==> config.mk <==
export PLATFORM = sky130hd
export DESIGN_NAME = vthernet_rx_udp_parser
export DESIGN_NICKNAME = d
export VERILOG_FILES = /design/src/rtl/vthernet_rx_udp_parser.sv
export SDC_FILE = /design/constraint.sdc
export NUM_CORES = 1
export LEC_CHECK = 0
export BUFFER_PORTS_ARGS = -buffer_cell sky130_fd_sc_hd__buf_4
export CORE_MARGIN = 2
export CORE_UTILIZATION = 25
export DETAILED_ROUTE_END_ITERATION = 12
export HOLD_SLACK_MARGIN = 0.1
export PLACE_DENSITY = 0.46
export SETUP_SLACK_MARGIN = 0.4
export SLEW_MARGIN = 20
export SYNTH_ARGS = -nofsm -noshare
export SYNTH_HDL_FRONTEND = slang
export SYNTH_SLANG_ARGS = --single-unit
==> constraint.sdc <==
create_clock -name RX_CLK -period 2.7 [get_ports RX_CLK]
set_input_delay 0 -clock RX_CLK [delete_from_list [all_inputs] [get_ports RX_CLK]]
set_output_delay 0 -clock RX_CLK [all_outputs]
set_load 0.02 [all_outputs]
==> src/rtl/vthernet_rx_udp_parser.sv <==
`default_nettype none
`timescale 1ns/1ps
// +--------------------------------------------------------------------------+
// | Module   : vthernet_rx_udp_parser                                        |
// | Purpose  : GMII receive parser. Strips preamble/SFD, filters Ethernet II,|
// |            IPv4 (no options) and UDP headers against the configured      |
// |            station addresses, and streams the UDP payload into the rx    |
// |            payload SRAM write port starting at address 0 per frame.      |
// | Ports    : RX_CLK/rst        - GMII rx clock, async active-low reset     |
// |            RX_DV/RXD/RX_ER   - GMII receive interface                    |
// |            rx_udp_data_vb    - active-low SRAM write strobe              |
// |            rx_udp_data/addr  - SRAM write data / address                 |
// |            rx_udp_len        - payload byte count of last datagram       |
// |            rx_irq            - one-cycle datagram-complete pulse         |
// |            rx_drop_cnt       - saturating rejected/aborted frame count   |
// | Revision : 1.0 - initial release                                         |
// +--------------------------------------------------------------------------+
module vthernet_rx_udp_parser #(
  parameter logic [47:0] MAC_ADDR  = 48'h02_00_00_00_00_01,
  parameter logic [31:0] IP_ADDR   = 32'hC0A8_0164,
  parameter logic [15:0] UDP_PORT  = 16'd1234,
  parameter int          MEM_DEPTH = 1024,
  localparam int         AW        = $clog2(MEM_DEPTH)
) (
  input  logic          RX_CLK,
  input  logic          rst,
  input  logic          RX_DV,
  input  logic [7:0]    RXD,
  input  logic          RX_ER,
  output logic          rx_udp_data_vb,
  output logic [7:0]    rx_udp_data,
  output logic [AW-1:0] rx_addr,
  output logic [15:0]   rx_udp_len,
  output logic          rx_irq,
  output logic [7:0]    rx_drop_cnt
);

  localparam logic [AW:0] DEPTH = (AW+1)'(MEM_DEPTH);

  typedef enum logic [2:0] {
    S_IDLE     = 3'd0,
    S_PREAMBLE = 3'd1,
    S_HEADER   = 3'd2,
    S_PAYLOAD  = 3'd3,
    S_DONE     = 3'd4,
    S_DISCARD  = 3'd5
  } state_e;

  state_e        state_q, state_d;
  logic [5:0]    hdr_cnt_q, hdr_cnt_d;
  logic          uc_ok_q, uc_ok_d;      // dst MAC still matches station address
  logic          bc_ok_q, bc_ok_d;      // dst MAC still matches broadcast
  logic [15:0]   len_q, len_d;          // latched UDP length field
  logic [15:0]   rem_q, rem_d;          // payload bytes still to consume
  logic [AW:0]   wr_cnt_q, wr_cnt_d;    // payload bytes written this frame
  logic          irq_pend_q, irq_pend_d;
  logic          vb_q, vb_d;
  logic [7:0]    data_q, data_d;
  logic [AW-1:0] addr_q, addr_d;
  logic [15:0]   ulen_q, ulen_d;
  logic          irq_q, irq_d;
  logic [7:0]    drop_q, drop_d;

  logic          drop_inc;
  logic          hdr_bad;
  logic          hdr_chk;
  logic [7:0]    hdr_exp;
  logic [7:0]    mac_byte;
  logic          uc_hit;
  logic          bc_hit;
  logic [15:0]   len_full;

  // Fixed-value header bytes that must match exactly.
  always_comb begin
    hdr_chk = 1'b0;
    hdr_exp = 8'h00;
    case (hdr_cnt_q)
      6'd12: begin hdr_chk = 1'b1; hdr_exp = 8'h08;            end
      6'd13: begin hdr_chk = 1'b1; hdr_exp = 8'h00;            end
      6'd14: begin hdr_chk = 1'b1; hdr_exp = 8'h45;            end
      6'd23: begin hdr_chk = 1'b1; hdr_exp = 8'h11;            end
      6'd30: begin hdr_chk = 1'b1; hdr_exp = IP_ADDR[31:24];   end
      6'd31: begin hdr_chk = 1'b1; hdr_exp = IP_ADDR[23:16];   end
      6'd32: begin hdr_chk = 1'b1; hdr_exp = IP_ADDR[15:8];    end
      6'd33: begin hdr_chk = 1'b1; hdr_exp = IP_ADDR[7:0];     end
      6'd36: begin hdr_chk = 1'b1; hdr_exp = UDP_PORT[15:8];   end
      6'd37: begin hdr_chk = 1'b1; hdr_exp = UDP_PORT[7:0];    end
      default: ;
    endcase
  end

  always_comb begin
    mac_byte = MAC_ADDR[47:40];
    case (hdr_cnt_q)
      6'd1:    mac_byte = MAC_ADDR[39:32];
      6'd2:    mac_byte = MAC_ADDR[31:24];
      6'd3:    mac_byte = MAC_ADDR[23:16];
      6'd4:    mac_byte = MAC_ADDR[15:8];
      6'd5:    mac_byte = MAC_ADDR[7:0];
      default: mac_byte = MAC_ADDR[47:40];
    endcase
  end

  // Unicast and broadcast candidates are tracked independently so a frame
  // mixing bytes of both addresses is rejected.
  assign uc_hit   = uc_ok_q && (RXD == mac_byte);
  assign bc_hit   = bc_ok_q && (RXD == 8'hFF);
  assign len_full = {len_q[15:8], RXD};

  always_comb begin
    state_d    = state_q;
    hdr_cnt_d  = hdr_cnt_q;
    uc_ok_d    = uc_ok_q;
    bc_ok_d    = bc_ok_q;
    len_d      = len_q;
    rem_d      = rem_q;
    wr_cnt_d   = wr_cnt_q;
    irq_pend_d = 1'b0;
    vb_d       = 1'b1;
    data_d     = data_q;
    addr_d     = addr_q;
    ulen_d     = ulen_q;
    irq_d      = irq_pend_q;
    drop_inc   = 1'b0;
    hdr_bad    = 1'b0;

    // Length is published together with the irq pulse.
    if (irq_pend_q) begin
      ulen_d = 16'(wr_cnt_q);
    end

    case (state_q)
      S_IDLE: begin
        if (RX_DV) begin
          state_d = (RXD == 8'h55) ? S_PREAMBLE : S_DISCARD;
        end
      end

      S_PREAMBLE: begin
        if (!RX_DV) begin
          state_d = S_IDLE;
        end else if (RX_ER) begin
          state_d  = S_DISCARD;
          drop_inc = 1'b1;
        end else if (RXD == 8'hD5) begin
          state_d   = S_HEADER;
          hdr_cnt_d = 6'd0;
          uc_ok_d   = 1'b1;
          bc_ok_d   = 1'b1;
        end else if (RXD != 8'h55) begin
          state_d  = S_DISCARD;
          drop_inc = 1'b1;
        end
      end

      S_HEADER: begin
        if (!RX_DV) begin
          state_d  = S_IDLE;
          drop_inc = 1'b1;
        end else if (RX_ER) begin
          state_d  = S_DISCARD;
          drop_inc = 1'b1;
        end else begin
          hdr_cnt_d = hdr_cnt_q + 6'd1;
          if (hdr_cnt_q < 6'd6) begin
            uc_ok_d = uc_hit;
            bc_ok_d = bc_hit;
            hdr_bad = !(uc_hit || bc_hit);
          end
          if (hdr_chk && (RXD != hdr_exp)) begin
            hdr_bad = 1'b1;
          end
          if (hdr_cnt_q == 6'd38) begin
            len_d[15:8] = RXD;
          end
          if (hdr_cnt_q == 6'd39) begin
            len_d[7:0] = RXD;
            if (len_full < 16'd8) begin
              hdr_bad = 1'b1;
            end
          end

          if (hdr_bad) begin
            state_d  = S_DISCARD;
            drop_inc = 1'b1;
          end else if (hdr_cnt_q == 6'd41) begin
            rem_d    = len_q - 16'd8;
            wr_cnt_d = '0;
            addr_d   = '0;
            if (len_q == 16'd8) begin
              state_d    = S_DONE;
              irq_pend_d = 1'b1;
            end else begin
              state_d = S_PAYLOAD;
            end
          end
        end
      end

      S_PAYLOAD: begin
        if (!RX_DV) begin
          state_d  = S_IDLE;
          drop_inc = 1'b1;
        end else if (RX_ER) begin
          state_d  = S_DISCARD;
          drop_inc = 1'b1;
        end else begin
          // Bytes beyond the buffer are consumed but never written.
          if (wr_cnt_q < DEPTH) begin
            vb_d     = 1'b0;
            data_d   = RXD;
            addr_d   = wr_cnt_q[AW-1:0];
            wr_cnt_d = wr_cnt_q + 1'b1;
          end
          rem_d = rem_q - 16'd1;
          if (rem_q == 16'd1) begin
            state_d    = S_DONE;
            irq_pend_d = 1'b1;
          end
        end
      end

      S_DONE: begin
        if (!RX_DV) begin
          state_d = S_IDLE;
        end
      end

      S_DISCARD: begin
        if (!RX_DV) begin
          state_d = S_IDLE;
        end
      end

      default: state_d = S_IDLE;
    endcase

    drop_d = drop_q;
    if (drop_inc && (drop_q != 8'hFF)) begin
      drop_d = drop_q + 8'd1;
    end
  end

  always_ff @(posedge RX_CLK or negedge rst) begin
    if (!rst) begin
      state_q    <= S_IDLE;
      hdr_cnt_q  <= '0;
      uc_ok_q    <= 1'b0;
      bc_ok_q    <= 1'b0;
      len_q      <= '0;
      rem_q      <= '0;
      wr_cnt_q   <= '0;
      irq_pend_q <= 1'b0;
      vb_q       <= 1'b1;
      data_q     <= '0;
      addr_q     <= '0;
      ulen_q     <= '0;
      irq_q      <= 1'b0;
      drop_q     <= '0;
    end else begin
      state_q    <= state_d;
      hdr_cnt_q  <= hdr_cnt_d;
      uc_ok_q    <= uc_ok_d;
      bc_ok_q    <= bc_ok_d;
      len_q      <= len_d;
      rem_q      <= rem_d;
      wr_cnt_q   <= wr_cnt_d;
      irq_pend_q <= irq_pend_d;
      vb_q       <= vb_d;
      data_q     <= data_d;
      addr_q     <= addr_d;
      ulen_q     <= ulen_d;
      irq_q      <= irq_d;
      drop_q     <= drop_d;
    end
  end

  assign rx_udp_data_vb = vb_q;
  assign rx_udp_data    = data_q;
  assign rx_addr        = addr_q;
  assign rx_udp_len     = ulen_q;
  assign rx_irq         = irq_q;
  assign rx_drop_cnt    = drop_q;

endmodule
`default_nettype wire
==> flow_metrics.tcl <==
set metrics [dict create \
    rsz0062_at_grt "true" \
    clkLatencyLatePin_ns 0.36 \
    hold_viol 0 \
    synthArstFlopShare_pct 100 \
    drv_slew 0 \
    grt_max_degree 64 \
    final_util_pct 34.2 \
    critPathKind "reg2reg" \
    synth_edf_count 0 \
    fin_crit_sh_pct 101 \
    num_rows 52 \
    ant_nets 0 \
    synth-seq-cells 94 \
    first_iter_violations 221 \
    cap_viol_max_count 0 \
    drive_gt1_share_pct 30.3 \
    final.min_clock_period_ns 2.73 \
    fillerInstances 2119 \
    dp_hpwl_mm 10.6 \
    status "complete, but fails checks" \
    dieArea_um2 22100 \
    worst_path_max_delay_cell "or4_4" \
    cp_common_cell "buf_4" \
    gp_congestion 0.811 \
    cts_max_level 3 \
    dp_slack_ns -0.204 \
    synth.avg_cell_area_um2 9.07 \
    area_growth_syn_to_layout_pct 33.2 \
    ir_drop_mv 0.391 \
    max_slew_margin_pct 44.2 \
    final_nets 708 \
    clk_path_buf_depth 2 \
    route.detailed.drc 0 \
    cts_buffers 9 \
    vias 4756 \
    worstPathCellList "buf_6, ha_4, nand4bb_1, a21oi_2, buf_4, a211oi_2, nand4_1, or4_4, a31oi_4, buf_4, nor2_1, xor2_1" \
    crit_path_start_kind "flip-flop" \
    grtUsageTotal_pct 14.3 \
    max_stage_delay_ns 0.59 \
    critical-path-top-delay-family "simple AND/OR/NAND/NOR gates" \
    fin_worst_skew_ns 0.0132 \
    pwr_density_cell_nw_per_um2 490 \
    worst_pin_slew_ns 0.837 \
    ys.flop_type "dfrtp_1" \
    critPathRequiredTime_ns 2.93 \
    wl_mm 15.3 \
    yosys_warnings 0 \
    cts_tree "done" \
    antenna_found_initial 0 \
    io_pins 56 \
    diodes 0 \
    dr.pass1.iters 4 \
    worstPathArrival_ns 2.96 \
    final.setup.tns_ns -0.101 \
    grt_pass1_wl_mm 25.0 \
    violations "setup timing" \
    vias_per_cell 4.94 \
    core_region_area_um2 20400 \
    setup_slack_ns -0.0257 \
    initial_core_util_pct 25.7 \
    p_leak_nw 3.19 \
    grt.overflow.total 0 \
    clock.fmax_mhz 367 \
    final_area_um2 6990 \
    yosysSeqAreaShare_pct 44.9 \
    hold_class "in2async" \
    grt_pass1_vias 4803 \
    portBuffers 50 \
    crit_fanout 6 \
    synth.cell_area_um2 5240 \
    whs_ns 0.267 \
    fp.dieH_um 149 \
    dpl.cell_count 919 \
    clk_pin_slew_ns 0.07 \
    netlist_instances 578 \
    fp.dieW_um 149 \
    instances_no_fill 962 \
    end_kind "flip-flop" \
    cp_num_buf_inv 3 \
    cts_sinks 94 \
    place_area_um2 6250 \
    p_total_mw 3.43 \
    cts-root-buf "clkbuf_16" \
    ys_types 66 \
    setup_violations 8 \
    wl_per_cell_um 15.9 \
]
metal layers:
layer,vias to the layer above,track usage (%),wire (um)
li1,2259,-,-
met1,2368,18.0,6860
met2,103,24.3,7580
met3,26,2.87,547
met4,0,4.95,314
met5,-,0,0
layout by cell type (no fill, tap or decap), drive strengths merged, types with 7 or more instances in the layout:
| cell type | instances |
|---|---|
| nor3 | 24 |
| a21oi | 35 |
| clkbuf | 10 |
| inv | 23 |
| nand3 | 28 |
| nor4 | 9 |
| xnor2 | 13 |
| o21ai | 39 |
| dlygate4sd3 | 11 |
| o22ai | 7 |
| buf | 116 |
| or3 | 8 |
| xor2 | 16 |
| mux2 | 29 |
| ha | 9 |
| nand2 | 91 |
| nor2 | 40 |
| dfrtp | 93 |
what timing repair did:
action	in CTS	in global routing
hold buffers	11	0
resized for setup	27	21
pin swaps	13	11
setup buffers	11	5
setup endpoints to repair	12	44
endpoints found under the hold margin	87	0
path summary, 6_finish.rpt:
check                                  start             end  slack (ns)  cells after the start
max in group asynchronous                rst    hdr_cnt_q[1]        1.66                      3
worst max register to register  hdr_cnt_q[0]  rx_drop_cnt[2]       -0.03                     12
worst max-delay path            hdr_cnt_q[0]  rx_drop_cnt[2]       -0.03                     12
worst min-delay path                     rst        rem_q[7]        0.27                      2
min in group RX_CLK                   RXD[4]    hdr_cnt_q[3]        0.27                      5
worst min register to register    rx_addr[1]      rx_addr[1]        0.47                      2
cells by family after synthesis:
group,Yosys count,share of synthesized area (%)
compound gates,119,14.6
fa+ha+maj,9,2.15
other cells,1,0.0715
flops,94,44.9
simple gates,242,22.5
mux,31,6.68
buf+inv,53,4.34
xor+xnor,29,4.84
cell usage after synthesis, types with 5 or more instances:
cell type | instances | area share, %
xor2_1 | 16 | 2.7
nand2_1 | 91 | 6.5
o21ai_0 | 38 | 3.6
nand3_1 | 28 | 2.7
nor2_1 | 40 | 2.9
buf_4 | 5 | 0.72
or3_1 | 7 | 0.84
ha_1 | 9 | 2.1
o22ai_1 | 6 | 0.72
and3_1 | 6 | 0.72
nand4_1 | 6 | 0.72
mux2_2 | 28 | 6.0
inv_1 | 20 | 1.4
a21oi_1 | 35 | 3.3
or4_1 | 5 | 0.72
xnor2_1 | 13 | 2.2
dfrtp_1 | 93 | 44
nor4_1 | 9 | 1.1
o31ai_1 | 6 | 0.86
nor3_1 | 24 | 2.3
clkbuf_1 | 24 | 1.7
final cells by class:
type                            instances  area [um^2]  area share (%)
Clock buffer                           10          229            3.28
Clock inverter                          6         52.6           0.752
Inverter                               20         77.6            1.11
Multi-Input combinational cell        435         2920            41.8
Sequential cell                        94         2360            33.8
Tap cell                              270          338            4.84
Timing Repair Buffer                  127         1010            14.5
worst reg2reg max path, stage by stage (launching register included):
cell and delay [ns]:
dfrtp_2 0.43, buf_6 0.13, ha_4 0.19, nand4bb_1 0.13, a21oi_2 0.08, buf_4 0.15, a211oi_2 0.18, nand4_1 0.14
or4_4 0.59, a31oi_4 0.27, buf_4 0.16, nor2_1 0.05, xor2_1 0.13
registers in the layout, indices dropped and copies added (netlist names):
| signal | flops |
|---|---|
| len_q | 16 |
| wr_cnt_q | 11 |
| bc_ok_q | 1 |
| rem_q | 16 |
| state_q | 3 |
| rx_irq | 1 |
| uc_ok_q | 1 |
| rx_drop_cnt | 8 |
| rx_udp_data_vb | 1 |
| irq_d | 1 |
| rx_udp_data | 8 |
| hdr_cnt_q | 6 |
| rx_udp_len | 11 |
| rx_addr | 10 |
report_power, final:
group / leakage [nW] / internal [mW] / switching, mW
registers: 1.26 / 1.47 / 0.0944
logic: 1.80 / 0.289 / 0.341
clock network: 0.132 / 0.640 / 0.595
Note: power is estimated with default switching activity, not from simulation.
